===== src/rtl/pc_fetch_unit.sv =====
// Program-counter register and one-at-a-time instruction fetch sequencer (req/ack fetch, valid/ready issue).
// Optional build macro FETCH_COUNT_EN adds the accepted-instruction counter; otherwise fetch_count is tied to 0.
module pc_fetch_unit #(
    parameter int unsigned     XLEN     = 32,
    parameter logic [XLEN-1:0] RESET_PC = '0,
    parameter int unsigned     PC_STEP  = 4
) (
    input  logic            CLK,
    input  logic            reset,
    input  logic            stall,
    output logic            imem_req,
    output logic [XLEN-1:0] imem_addr,
    input  logic            imem_ack,
    input  logic [31:0]     imem_rdata,
    output logic            instr_valid,
    input  logic            instr_ready,
    output logic [31:0]     instr,
    output logic [XLEN-1:0] instr_pc,
    input  logic            redirect_valid,
    input  logic [XLEN-1:0] pc_offset,
    output logic            misalign_err,
    output logic [31:0]     fetch_count
);

    typedef enum logic [1:0] {
        S_IDLE,
        S_REQ,
        S_HOLD,
        S_ERR
    } state_t;

    localparam logic [XLEN-1:0] STEP = XLEN'(PC_STEP);

    state_t          state;
    logic [XLEN-1:0] pc;
    logic [XLEN-1:0] next_pc;
    logic            accept;
    logic            next_misaligned;

    // Next PC is always relative to the instruction being retired, not the live PC register.
    assign accept          = (state == S_HOLD) && instr_valid && instr_ready;
    assign next_pc         = redirect_valid ? instr_pc + pc_offset : instr_pc + STEP;
    assign next_misaligned = (next_pc[1:0] != 2'b00);
    assign imem_addr       = pc;

    // NOTE: sequential state uses non-blocking <= so every register updates from pre-edge values.
    always_ff @(posedge CLK) begin
        if (reset) begin
            state        <= S_IDLE;
            pc           <= RESET_PC;
            imem_req     <= 1'b0;
            instr_valid  <= 1'b0;
            instr        <= '0;
            instr_pc     <= '0;
            misalign_err <= 1'b0;
        end else begin
            case (state)
                S_IDLE: begin
                    if (!stall) begin
                        imem_req <= 1'b1;
                        state    <= S_REQ;
                    end
                end
                S_REQ: begin
                    if (imem_ack) begin
                        imem_req    <= 1'b0;
                        instr       <= imem_rdata;
                        instr_pc    <= pc;
                        instr_valid <= 1'b1;
                        state       <= S_HOLD;
                    end
                end
                S_HOLD: begin
                    if (accept) begin
                        instr_valid <= 1'b0;
                        if (next_misaligned) begin
                            misalign_err <= 1'b1;
                            state        <= S_ERR;
                        end else begin
                            pc <= next_pc;
                            if (stall) begin
                                state <= S_IDLE;
                            end else begin
                                imem_req <= 1'b1;
                                state    <= S_REQ;
                            end
                        end
                    end
                end
                default: begin
                    // Error state is terminal; only reset leaves it.
                    imem_req    <= 1'b0;
                    instr_valid <= 1'b0;
                end
            endcase
        end
    end

`ifdef FETCH_COUNT_EN
    logic [31:0] count_q;

    always_ff @(posedge CLK) begin
        if (reset) begin
            count_q <= '0;
        end else if (accept && !next_misaligned) begin
            count_q <= count_q + 32'd1;
        end
    end

    assign fetch_count = count_q;
`else
    assign fetch_count = '0;
`endif

endmodule


===== config.mk =====
export PLATFORM = sky130hd
export DESIGN_NAME = pc_fetch_unit
export DESIGN_NICKNAME = d
export VERILOG_FILES = /design/src/rtl/pc_fetch_unit.sv
export SDC_FILE = /design/constraint.sdc
export NUM_CORES = 1
export LEC_CHECK = 0
export CORE_ASPECT_RATIO = 1.75
export CORE_MARGIN = 4
export CORE_UTILIZATION = 29
export DETAILED_ROUTE_END_ITERATION = 12
export GPL_TIMING_DRIVEN = 1
export PLACE_DENSITY_LB_ADDON = 0.12
export SLEW_MARGIN = 10
export SYNTH_ARGS = -nofsm -noshare
export SYNTH_HDL_FRONTEND = slang
export SYNTH_SLANG_ARGS = --single-unit

===== constraint.sdc =====
create_clock -name CLK -period 3.4 [get_ports CLK]
set_clock_uncertainty 0.15 [all_clocks]
set_input_delay 1.02 -clock CLK [delete_from_list [all_inputs] [get_ports CLK]]
set_output_delay 1.02 -clock CLK [all_outputs]
set_load 0.03 [all_outputs]

# After elaboration in Yosys (flattened, before gate mapping)
# Cells that the tools add are included.
# Widths: inputs -> output; s select.
# op_classes
n_addsub	2
n_eq_ne	6
muxes	15
n_bitwise	2
reduce_logical	11
# ops
operator	count
$add 32x3->32 const B	1
$add 32x32->32	1
$mux 32	1
$reduce_and 3->1	4
$mux 2	4
$ne 2x2->1 const B	4
$mux 1	7
$pmux 1 s3	2
$pmux 2 s3	1
$reduce_and 4->1	1
$reduce_bool 3->1	1
$eq 2x1->1 const B	1
$eq 2x2->1 const B	1
$logic_and 1x1->1	2
$logic_not 2->1	1
$not 1->1	2
$reduce_and 2->1	1
$reduce_bool 2->1	1
# totals
register_bits	101
in_bits	70
out_inout_bits	131
word_cells	43

# Logic depth before layout (Yosys ltp)
# Gate-level depths: netlist (run 1).
# logic_depth
ltp_word	6
mapped_depth	12

# Worst setup path before layout (run 1)
# OpenSTA, ideal clock, no wires.
# synth_timing
kind	input port to flip-flop
startpoint	input port pc_offset[0]
endpoint	register pc[30] (netlist: imem_addr[30])
setup_ns	0.116
t_arrival_ns	3.140
required_time_ns	3.134
setup_slack_ns	-0.006
stages	11
n_path_buf	0
path_cell_list	ha_1 > fa_1 > a21o_1 > a31oi_1 > o21ai_1 > a41oi_1 > a311o_1 > o311ai_2 > nand3_1 > mux2i_1 > a31o_2
# synth_between
elab_chain_len	5
# synth_lines
element	line_no	text
start, declared	20	input logic [XLEN-1:0] pc_offset,
$add 32x32->32 (*)	42	assign next_pc = redirect_valid ? instr_pc + pc_offset : instr_pc + STEP;
$mux 32 (*)	42	
$reduce_bool 2->1	43	assign next_misaligned = (next_pc[1:0] != 2'b00);
$not 1->1 (no source line)	--	
$reduce_and 3->1 (no source line)	--	
end signal, assigned	80	pc <= next_pc;
end, declared	35	logic [XLEN-1:0] pc;
# Every way passes the cells marked *; elsewhere a longest branch is shown, timed or not.
# A chain may end at the register's enable or synchronous reset.

# Final worst setup path (run 1)
# Ends and elaborated chain as after synthesis.

==> results of run 1 <==
==> power by group through the flow <==
stage,sequential [mW],combinational [mW],clock (mW)
after floorplan,1.39,0.380,0
after global placement,1.29,0.793,0
after detailed placement,1.30,0.794,0
after CTS,1.27,0.801,1.03
after global routing,1.28,0.868,1.06
final,1.27,0.795,0.983
==> state kept, by name (all words and copies together) (netlist names) <==
register / flops
imem_addr: 32
instr_valid: 1
instr: 32
instr_pc: 32
misalign_err: 1
imem_req: 1
state: 2
==> cells in the final DEF, fill, tap and decap left out, drive strengths merged, types with 16 or more instances in the layout <==
master / synthesis / final
nand2: 169 / 169
buf: 38 / 127
nand3: 30 / 30
clkdlybuf4s50: 0 / 151
o21ai: 33 / 33
inv: 18 / 18
conb: 1 / 32
ha: 35 / 35
dfxtp: 101 / 101
nor3: 21 / 21
xor2: 16 / 16
nor2: 48 / 48
a21oi: 121 / 121
xnor2: 36 / 36
==> critical path: stages <==
cell	delay [ns]
sky130_fd_sc_hd__clkdlybuf4s15_1	0.18
sky130_fd_sc_hd__ha_2	0.19
sky130_fd_sc_hd__fa_2	0.20
sky130_fd_sc_hd__a21o_1	0.18
sky130_fd_sc_hd__a31oi_4	0.12
sky130_fd_sc_hd__o21ai_2	0.19
sky130_fd_sc_hd__a41oi_2	0.15
sky130_fd_sc_hd__a311o_2	0.44
sky130_fd_sc_hd__o311ai_4	0.26
sky130_fd_sc_hd__nand3_1	0.13
sky130_fd_sc_hd__mux2i_1	0.14
sky130_fd_sc_hd__a31o_2	0.23
==> through the flow <==
step	setup WS, ns	cell area, µm²
6_report	0.0847	9470
5_1_grt	-0.0217	9470
4_1_cts	0.000470	9250
3_5_place_dp	-0.767	8790
3_3_place_gp	-0.689	8790
2_1_floorplan	-0.00121	6320
==> how the worst max path moves through the flow <==
stage                      start       endpoint  depth (start not counted)
global placement    pc_offset[0]  imem_addr[30]                         13
CTS                 pc_offset[2]  imem_addr[27]                         13
global route        pc_offset[0]  imem_addr[30]                         12
detailed placement  pc_offset[0]  imem_addr[30]                         13
floorplan           pc_offset[0]  imem_addr[30]                         11
finish              pc_offset[0]  imem_addr[30]                         12
==> final cells by class <==
cell class | instances | area, µm²
Fill cell | 2142 | 11500
Multi-Input combinational cell | 660 | 4170
Timing Repair Buffer | 292 | 2630
Sequential cell | 101 | 2020
Tap cell | 252 | 315
Clock buffer | 11 | 243
Inverter | 18 | 67.6
Clock inverter | 3 | 23.8
==> cell families (layout without fill, tap and decap cells) <==
family,count (synthesis),count (layout),share of synthesized area [%]
multiplexers,4,4,0.645
buffers and inverters,93,324,7.56
flip-flops,101,101,32.6
other,1,32,0.0604
XOR/XNOR,52,52,7.34
adder cells (fa/ha/maj),36,36,7.38
AND/OR/NAND/NOR,307,307,21.7
AO/OA/AOI/OAI,229,229,22.8
==> what timing repair did <==
| action | CTS | global route |
|---|---|---|
| setup buffers | 7 | 7 |
| resized for setup | 35 | 38 |
| endpoints found under the setup margin | 20 | 15 |
| hold endpoints to repair | 0 | 0 |
| pin swaps | 24 | 36 |
==> metal layers <==
layer	vias up	routed length, µm
met5	-	0
met3	24	810
li1	3305	-
met2	157	11800
met1	2965	8700
met4	0	499
==> impl_results.rst, run 1 <==
.. list-table::
   :header-rows: 1

   * - Metric
     - Value
   * - Number of warning messages in the yosys log
     - 0
   * - Endpoint of the worst register-to-register path
     - imem_addr[27]
   * - Reg2Reg Depth
     - 12
   * - Cell with the most instances after synthesis
     - sky130_fd_sc_hd__nand2_1
   * - Number of buffers inserted for hold repair after clock tree synthesis
     - 0
   * - Root buffer cell
     - sky130_fd_sc_hd__clkbuf_16
   * - Die boundary height
     - between 200 and 250 µm
   * - Fraction of layout cells with a size suffix above 1
     - between 15 and 20%
   * - DR iter-0 viols
     - approximately 210
   * - Pins over their slew limit
     - 0
   * - Buffers from clock root to sink, at most
     - 2
   * - Via count
     - around 6500
   * - Boundary Pins
     - between 200 and 250
   * - Number of cells on the worst hold path
     - 2
   * - Post-CTS clock slew at the launch and capture registers of the worst setup and hold paths
     - ~0.07 ns
   * - Maximum fanout encountered on the critical timing path
     - 4
   * - GR Layer Usage met1
     - around a fifth
   * - Sequential fraction of the synthesis area
     - around 33%
   * - Sink of the worst hold path
     - instr[6]
   * - Worst Tran Pin Value
     - 0.664 ns
   * - Port Buffers
     - roughly 170
   * - Area of the die
     - about 0.024 mm²
   * - Met2 demand-to-capacity share in global routing
     - between 30% and 40%
   * - Total negative slack
     - 0 ns
   * - Flip-flop and latch count after synthesis
     - 101
   * - Post-layout utilization of the core
     - a little under half
   * - Post-Syn Instances
     - ~820
   * - Critical Path AT
     - between 3 and 4 ns
   * - Maximum Capacitance Violations
     - 0
   * - Power share of the clock group
     - about a third
   * - Total clock sinks
     - 101
   * - Cell count after placement
     - 1312
   * - Proportion of register bits with asynchronous set or reset after synthesis
     - 0%
   * - Number of H-tree levels
     - 3
   * - Startpoint Class
     - input port
   * - Number of vias per cell
     - 4.82
   * - Net switching power
     - a little under 1 mW
   * - Sequential share of power
     - roughly two fifths
   * - Standard-cell rows
     - 70
   * - Top cells by area, synth
     - sky130_fd_sc_hd__dfxtp_1 (33%), sky130_fd_sc_hd__nand2_1 (10%), sky130_fd_sc_hd__a21oi_1 (9.7%)
   * - Top achievable clock speed
     - 302 MHz
   * - DPL Wire Length
     - 16300 µm
   * - Min Tclk post-route
     - 3.32 ns
   * - Met3 usage
     - approximately 2.8%
   * - Number of enable flip-flop cells after synthesis
     - 0
   * - Period Utilization, post-route
     - between 90% and 100%
   * - LEAKAGE
     - about 3.7 nW
   * - Beginning of the worst hold path
     - instr[6]
   * - Remaining number of nets flagged by the antenna check after routing
     - 0
   * - Pin count of the biggest net entering global routing
     - 58
   * - Share of the synthesized area in the top cell type
     - between 30% and 40%
   * - Number of cells in the finished layout apart from fillers
     - roughly 1300
   * - Total Wirelength
     - between 20000 and 25000 µm
   * - Worst Setup End Kind
     - flip-flop
   * - Antenna diode instance count
     - 0
   * - Count of different cell masters after synthesis
     - between 50 and 60
   * - Syn_area_per_cell
     - 7.54 µm²
   * - Required time of the worst setup path
     - 3.50 ns
   * - Worst ir drop on vdd
     - 0.180 mV
   * - NumNets Final
     - approximately 1200
   * - Global-route usage over all layers
     - between 10% and 20%
   * - Reg-to-Reg Start
     - instr_pc[3]
   * - Number of detailed-route iterations in the first pass
     - 4
   * - Final Power
     - 3.05 mW
   * - Worst slew slack as a fraction of its limit
     - 55.5%
   * - Hold Vio Cnt, Final
     - 0
   * - Layer with the highest usage after global routing
     - met2
   * - Result of the run
     - completed
   * - Syn-to-layout area delta
     - 52.6%
   * - Global-route congestion overflow total
     - 0
   * - Average detailed-routed wire length per instance
     - between 15 and 20 µm
   * - Core footprint
     - 0.0210 mm²
   * - Final-layout worst hold slack
     - a little over 0.3 ns
   * - Insertion delay of the later-clocked pin in the worst-skew pair
     - roughly 0.35 ns
   * - Initial antenna violation count
     - 0
   * - Power density over the cells
     - 322 mW/mm²
   * - CTS tree
     - built
   * - Cell internal pwr
     - ~2.1 mW
   * - Count of unresolved DRC violations after routing
     - 0
   * - List of most frequent post-synthesis cells
     - sky130_fd_sc_hd__nand2_1 (169), sky130_fd_sc_hd__a21oi_1 (120), sky130_fd_sc_hd__dfxtp_1 (101)
   * - Portion of total power attributed to combinational logic
     - approximately a quarter
   * - Routability Congestion
     - 0.883
   * - Most area-hungry cell type in the Yosys netlist
     - sky130_fd_sc_hd__dfxtp_1
   * - Path class of the lowest-slack min-delay path
     - reg -> reg
   * - Area of the mapped netlist
     - 0.00621 mm²
   * - Number of global-route vias before repair
     - between 6000 and 7000
   * - Switching part of the total
     - between 30 and 40%
   * - Most used flip-flop cell after synthesis
     - sky130_fd_sc_hd__dfxtp_1
   * - Crit path kind
     - in -> reg
   * - First-pass GRT wire length
     - about 34000 µm
   * - Die Wd
     - 119 µm
   * - Initial core utilization
     - between 20% and 30%
   * - Minimum setup slack among reg-to-reg paths
     - between 0.5 and 0.6 ns
   * - Number of failing setup endpoints in the final timing report
     - 0
   * - TritonCTS buffer count
     - 9
Power figures use the tool's default switching activity.
==> run 2, diff against run 1 <==
CORE_ASPECT_RATIO = not set   (was 1.75)
==> run 2 against run 1 <==
Via count increased by 0.79%. Sequential power about the same. Core utilization decreased by 0.54 points. Clock power increased by 7%. Total power increased by 2.0%. First-iteration DRC count increased by 89%. Global-route usage decreased by 0.20 points. Critical path type unchanged. Highest routed layer unchanged.
==> impl_results.rst, run 2 (synthesized netlist as in run 1, its figures left out) <==
.. list-table::
   :header-rows: 1

   * - Metric
     - Value
   * - Fraction of layout cells with a size suffix above 1
     - around 16%
   * - First-pass GRT wire length
     - 33900 µm
   * - Number of global-route vias before repair
     - around 6300
   * - Global-route congestion overflow total
     - 0
   * - Initial antenna violation count
     - 0
   * - Number of detailed-route iterations in the first pass
     - 4
   * - Area of the die
     - 0.0238 mm²
   * - Maximum Capacitance Violations
     - 0
   * - Global-route usage over all layers
     - about 17%
   * - Antenna diode instance count
     - 0
   * - Via count
     - 6502
   * - Commonest cells after routing, fill and taps aside
     - sky130_fd_sc_hd__nand2_1 (168), sky130_fd_sc_hd__clkdlybuf4s50_1 (154), sky130_fd_sc_hd__a21oi_1 (115), sky130_fd_sc_hd__dfxtp_1 (101), sky130_fd_sc_hd__buf_4 (100)
   * - Worst stage delay on the critical path
     - about 0.47 ns
   * - LEAKAGE
     - ~3.6 nW
   * - Pin count of the biggest net entering global routing
     - 58
   * - Crit path kind
     - in -> reg
   * - Initial core utilization
     - between 20% and 30%
   * - TritonCTS buffer count
     - 9
   * - Path class of the lowest-slack min-delay path
     - reg -> reg
   * - Summed area of non-filler cells in the final layout
     - 0.00936 mm²
   * - Worst Setup End Kind
     - flip-flop
   * - Syn-to-layout area delta
     - 50.7%
   * - CTS tree
     - built
   * - Maximum fanout encountered on the critical timing path
     - 4
   * - NumNets Final
     - about 1200
   * - Worst Tran Pin Value
     - around 0.66 ns
   * - Portion of total power attributed to combinational logic
     - between 20% and 30%
   * - Top achievable clock speed
     - between 300 and 400 MHz
   * - Routability Congestion
     - approximately 0.82
   * - Average detailed-routed wire length per instance
     - between 15 and 20 µm
   * - Final Power
     - approximately 3.1 mW
   * - Die boundary height
     - ~150 µm
   * - Area post-placement
     - 0.00875 mm²
   * - Required time of the worst setup path
     - approximately 3.5 ns
   * - Cell Chain, Critical Path
     - clkdlybuf4s50_1 > ha_4 > a21o_1 > a31oi_4 > nand3b_1 > a41oi_2 > a311o_2 > o311ai_2 > nand3_1 > mux2i_1 > a31o_2
   * - Hold Vio Cnt, Final
     - 0
   * - Worst ir drop on vdd
     - approximately 0.19 mV
   * - Standard-cell rows
     - 53
   * - Total negative slack
     - 0 ns
   * - Worst slew slack as a fraction of its limit
     - roughly 56%
   * - Number of vias per cell
     - slightly below 5
   * - Pins over their slew limit
     - 0
   * - Root buffer cell
     - sky130_fd_sc_hd__clkbuf_16
   * - Net switching power
     - 1.05 mW
   * - DR iter-0 viols
     - around 390
   * - Buffers from clock root to sink, at most
     - 2
   * - Core footprint
     - 0.0210 mm²
   * - Count of fill cells added during filler insertion
     - around 2100
   * - Count of unresolved DRC violations after routing
     - 0
   * - Area used by sequential logic in the layout
     - 0.00202 mm²
   * - Total Wirelength
     - roughly 21000 µm
   * - Total clock sinks
     - approximately 100
   * - Boundary Pins
     - 201
   * - Post-CTS clock slew at the launch and capture registers of the worst setup and hold paths
     - 0.08 ns
   * - Period Utilization, post-route
     - between 90% and 100%
   * - Setup repair after global routing missed its margin
     - false
   * - Commonest non-fill, non-tap cell in the layout
     - sky130_fd_sc_hd__nand2_1
   * - Cell internal pwr
     - around 2.1 mW
   * - DPL Wire Length
     - about 16000 µm
   * - Switching part of the total
     - 33.9%
   * - Power density over the cells
     - ~330 mW/mm²
   * - Power share of the clock group
     - about 34%
   * - Remaining number of nets flagged by the antenna check after routing
     - 0
   * - Area of the multi-input gates
     - approximately 0.0041 mm²
   * - Sequential share of power
     - 40.8%
   * - Min Tclk post-route
     - between 3 and 4 ns
   * - Number of H-tree levels
     - 3
   * - Port Buffers
     - between 150 and 200
   * - Number of failing setup endpoints in the final timing report
     - 0
   * - Result of the run
     - completed
   * - Post-route worst setup slack
     - between 0.1 and 0.15 ns
   * - Insertion delay of the later-clocked pin in the worst-skew pair
     - about 0.35 ns
   * - Setup WS pre-CTS
     - -0.741 ns
   * - Startpoint Class
     - input port
   * - Critical-path cell with the highest stage delay
     - sky130_fd_sc_hd__clkdlybuf4s50_1
   * - Critical Path AT
     - 3.39 ns
   * - Die Wd
     - approximately 150 µm
[run 2: changes by cell type in the layout (fill, tap and decap cells not counted), sizes merged]
cell           delta
buf              -15
dlymetal6s2s      -5
dlygate4sd2       +4
inv               +4
clkdlybuf4s50     +3
clkbuf            -2
clkdlybuf4s15     -2
clkinv            +2
clkinvlp          -2
[run 2: routing by layer]
| metal | GRT usage [%] | vias to the layer above | wire length (µm) |
|---|---|---|---|
| li1 | - | 3287 | - |
| met3 | 2.52 | 21 | 1050 |
| met1 | 22.9 | 3034 | 9780 |
| met4 | 4.54 | 0 | 266 |
| met2 | 29.9 | 160 | 10300 |
| met5 | 0 | - | 0 |
[run 2: final timing paths]
check / from / endpoint / slack [ns] / depth (start not counted)
setup reg to reg: instr_pc[8] / imem_addr[28] / 0.43 / 8
hold reg to reg: instr[29] / instr[29] / 0.30 / 2
hold / removal: instr[29] / instr[29] / 0.30 / 2
setup / recovery: pc_offset[17] / imem_addr[30] / 0.11 / 11
[run 2: power by group through the flow]
stage               clock, mW  combinational, mW  sequential (mW)
finish                   1.05              0.792             1.27
global route             1.13              0.860             1.28
CTS                      1.08              0.793             1.27
detailed placement          0              0.787             1.30
global placement            0              0.788             1.30
floorplan                   0              0.380             1.39
[run 2: cell type report]
cell class	count	share of cell area, %
Timing Repair Buffer	277	27.2
Clock buffer	9	2.41
Inverter	18	0.722
Sequential cell	101	21.6
Tap cell	275	3.68
Clock inverter	7	0.722
Multi-Input combinational cell	660	43.6
[run 2: what timing repair did]
item	CTS	global route
pin swaps	31	29
resized for setup	38	27
setup endpoints to repair	17	16
setup buffers	7	6
hold buffers	0	0
gates cloned	0	0
[run 2: through the flow]
| stage | utilization, % | hold slack (ns) | instances |
|---|---|---|---|
| 2_1_floorplan | - | 0.299 | 854 |
| 3_3_place_gp | 41.6 | 0.292 | 1320 |
| 3_5_place_dp | 41.6 | 0.296 | 1320 |
| 4_1_cts | 43.8 | 0.308 | 1342 |
| 5_1_grt | 44.5 | 0.327 | 1347 |
| 6_report | 44.5 | 0.304 | 1347 |
[run 2: worst max-delay path, delay by kind of cell]
family,cells,cell delay (ns)
AOI/OAI and AO/OA,6,1.21
adders and majority gates,1,0.31
buffers and inverters,1,0.47
muxes,1,0.13
and+or+nand+nor,2,0.25
==> run 3, diff against run 2 <==
ABC_AREA = 1   (was not set)
GPL_ROUTABILITY_DRIVEN = 0   (was not set)
==> run 3 against run 2 <==
Critical endpoint is now imem_addr[8]. Register-to-register slack better by 0.48 ns. Sequential cell count did not move. Core utilization fell by 4.4 points. Global-route usage increased by 0.82 points.
==> impl_results.rst, run 3 <==
.. list-table::
   :header-rows: 1

   * - Metric
     - Value
   * - Result of the run
     - completed
   * - Count of fill cells added during filler insertion
     - approximately 2500
   * - Maximum fanout encountered on the critical timing path
     - 22
   * - Reg2Reg Depth
     - 13
   * - Global-route congestion overflow total
     - 0
   * - Post-Syn Instances
     - just over 1000
   * - Startpoint Class
     - input port
   * - LEAKAGE
     - between 3 and 4 nW
   * - Cell internal pwr
     - 2.95 mW
   * - Required time of the worst setup path
     - ~3.5 ns
   * - Number of cells on the worst hold path
     - 2
   * - Pin count of the biggest net entering global routing
     - 35
   * - Path class of the lowest-slack min-delay path
     - reg -> reg
   * - Remaining number of nets flagged by the antenna check after routing
     - 0
   * - Buffers from clock root to sink, at most
     - 2
   * - CTS tree
     - built
   * - Switching part of the total
     - 43.6%
   * - Most used flip-flop cell after synthesis
     - sky130_fd_sc_hd__dfxtp_1
   * - Power share of the clock group
     - a little over a fifth
   * - Minimum setup slack among reg-to-reg paths
     - 0.91 ns
   * - Boundary Pins
     - 201
   * - Beginning of the worst hold path
     - imem_addr[0]
   * - Die boundary height
     - between 150 and 200 µm
   * - Cell with the most instances after synthesis
     - sky130_fd_sc_hd__nand2_1
   * - Sink of the worst hold path
     - imem_addr[0]
   * - Number of global-route vias before repair
     - between 6000 and 7000
   * - Sequential fraction of the synthesis area
     - 29.8%
   * - Number of buffers inserted for hold repair after clock tree synthesis
     - 0
   * - Number of warning messages in the yosys log
     - 0
   * - Reg-to-Reg Start
     - instr_pc[4]
   * - Total negative slack
     - 0 ns
   * - Fraction of layout cells with a size suffix above 1
     - under 10%
   * - Average detailed-routed wire length per instance
     - about 16 µm
   * - Share of the synthesized area in the top cell type
     - roughly 30%
   * - DR iter-0 viols
     - roughly 360
   * - TritonCTS buffer count
     - 9
   * - Hold Vio Cnt, Final
     - 0
   * - Standard-cell rows
     - 55
   * - Worst ir drop on vdd
     - around 0.28 mV
   * - Resized Gates After CTS
     - 0
   * - Syn_area_per_cell
     - roughly 6.6 µm²
   * - Count of unresolved DRC violations after routing
     - 0
   * - Sequential share of power
     - approximately a third
   * - List of most frequent post-synthesis cells
     - sky130_fd_sc_hd__nand2_1 (181), sky130_fd_sc_hd__nor2_1 (158), sky130_fd_sc_hd__a21oi_1 (110)
   * - Final-layout worst hold slack
     - 0.310 ns
   * - Count of different cell masters after synthesis
     - 45
   * - Number of detailed-route iterations in the first pass
     - 5
   * - Area of the multi-input gates
     - around 0.0041 mm²
   * - DPL Wire Length
     - around 19000 µm
   * - Area of the die
     - ~0.026 mm²
   * - Insertion delay of the later-clocked pin in the worst-skew pair
     - roughly 0.35 ns
   * - Cell count after placement
     - between 1500 and 2000
   * - Area used by sequential logic in the layout
     - just over 0.002 mm²
   * - Number of vias per cell
     - 4.70
   * - Crit path kind
     - in -> reg
   * - Proportion of register bits with asynchronous set or reset after synthesis
     - 0%
   * - Setup repair after global routing missed its margin
     - false
   * - Core footprint
     - between 0.02 and 0.025 mm²
   * - Number of H-tree levels
     - 3
   * - Number of cells in the finished layout apart from fillers
     - 1525
   * - Commonest cells after routing, fill and taps aside
     - sky130_fd_sc_hd__nand2_1 (180), sky130_fd_sc_hd__clkdlybuf4s50_1 (168), sky130_fd_sc_hd__nor2_1 (158), sky130_fd_sc_hd__a21oi_1 (110), sky130_fd_sc_hd__o21ai_0 (102)
   * - Area of the mapped netlist
     - 0.00678 mm²
   * - Post-CTS clock slew at the launch and capture registers of the worst setup and hold paths
     - roughly 0.07 ns
   * - Buffer count from post-CTS setup fixing
     - 0
   * - First-pass GRT wire length
     - approximately 38000 µm
   * - Top achievable clock speed
     - around 320 MHz
   * - Critical Path AT
     - between 3 and 4 ns
   * - Port Buffers
     - 168
   * - Root buffer cell
     - sky130_fd_sc_hd__clkbuf_16
   * - Flip-flop and latch count after synthesis
     - about 100
   * - Min Tclk post-route
     - between 3 and 4 ns
   * - Initial antenna violation count
     - 0
   * - Portion of total power attributed to combinational logic
     - between 40% and 50%
   * - Most area-hungry cell type in the Yosys netlist
     - sky130_fd_sc_hd__dfxtp_1
   * - Worst Tran Pin Value
     - between 0.5 and 0.6 ns
   * - Number of failing setup endpoints in the final timing report
     - 0
   * - Initial core utilization
     - 29.7%
   * - Power density over the cells
     - 570 mW/mm²
   * - Net switching power
     - between 2 and 2.5 mW
   * - Antenna diode instance count
     - 0
   * - Die Wd
     - roughly 160 µm
   * - Syn-to-layout area delta
     - 35.1%
   * - Total Wirelength
     - ~24000 µm
   * - Endpoint of the worst register-to-register path
     - imem_addr[31]
   * - Commonest non-fill, non-tap cell in the layout
     - sky130_fd_sc_hd__nand2_1
   * - Period Utilization, post-route
     - between 90% and 100%
   * - Worst Setup End Kind
     - flip-flop
   * - Global-route usage over all layers
     - between 10% and 20%
   * - Number of enable flip-flop cells after synthesis
     - 0
   * - Total clock sinks
     - 101
   * - Top cells by area, synth
     - sky130_fd_sc_hd__dfxtp_1 (30%), sky130_fd_sc_hd__nand2_1 (10%), sky130_fd_sc_hd__nor2_1 (8.7%)
   * - NumNets Final
     - between 1000 and 1500
   * - Maximum Capacitance Violations
     - 0
   * - Pins over their slew limit
     - 0
   * - Via count
     - between 7000 and 8000
   * - Worst slew slack as a fraction of its limit
     - 66.3%
-- run 3: logic make-up after synthesis --
family,Yosys count,synth area share (%)
adders and majority gates,36,6.75
other,1,0.0553
and+or+nand+nor,448,29.0
xor gates and xnor gates,22,2.84
DFF,101,29.8
AOI/OAI and AO/OA,263,20.5
buffers and inverters,163,11.0
-- run 3: layer usage --
layer / GRT usage (%) / vias up / share of wire, %
li1: - / 3706 / -
met1: 25.3 / 3248 / 48
met2: 28.8 / 186 / 44
met5: 0 / - / 0
met4: 5.39 / 0 / 1.7
met3: 3.54 / 22 / 6.5
-- run 3: cell type report --
type / instances / share of cell area, %
repair buffers: 198 / 21.2
flip-flops and latches: 101 / 22.1
well taps: 313 / 4.27
clock inverters: 5 / 0.642
inverters: 96 / 3.95
multi-input cells: 801 / 45.1
clock buffers: 11 / 2.76
-- run 3: worst max path at each step --
stage                 start       endpoint  cells past startpoint
3_5_place_dp   pc_offset[0]   imem_addr[8]                     10
2_1_floorplan  pc_offset[0]  imem_addr[25]                     10
6_report       pc_offset[0]   imem_addr[8]                     10
3_3_place_gp   pc_offset[0]   imem_addr[8]                     10
4_1_cts        pc_offset[0]   imem_addr[8]                     10
5_1_grt        pc_offset[0]   imem_addr[8]                     10
-- run 3: power groups by stage --
stage / clock network [mW] / logic (mW) / registers, mW
global route: 1.18 / 2.76 / 1.67
detailed placement: 0 / 2.48 / 1.66
CTS: 1.13 / 2.50 / 1.64
finish: 1.09 / 2.49 / 1.64
global placement: 0 / 2.50 / 1.66
floorplan: 0 / 1.24 / 1.95
-- run 3: worst max-delay path, stage by stage --
cell                              delay, ns
sky130_fd_sc_hd__clkdlybuf4s50_1       0.46
sky130_fd_sc_hd__ha_1                  0.18
sky130_fd_sc_hd__fa_1                  0.42
sky130_fd_sc_hd__or3_1                 0.37
sky130_fd_sc_hd__nand2_1               0.10
sky130_fd_sc_hd__inv_2                 0.06
sky130_fd_sc_hd__nor2_4                0.13
sky130_fd_sc_hd__inv_2                 0.20
sky130_fd_sc_hd__a31oi_1               0.21
sky130_fd_sc_hd__a21oi_1               0.08
-- run 3: per-stage QoR --
step	cell area [µm²]	worst slack [ns]	utilization (%)	power, mW
floorplan	6900	0.496	-	3.19
global placement	8850	-0.0742	38.8	4.15
detailed placement	8850	-0.105	38.8	4.15
CTS	9170	0.256	40.1	5.26
global route	9170	0.0873	40.1	5.60
finish	9170	0.252	40.1	5.22
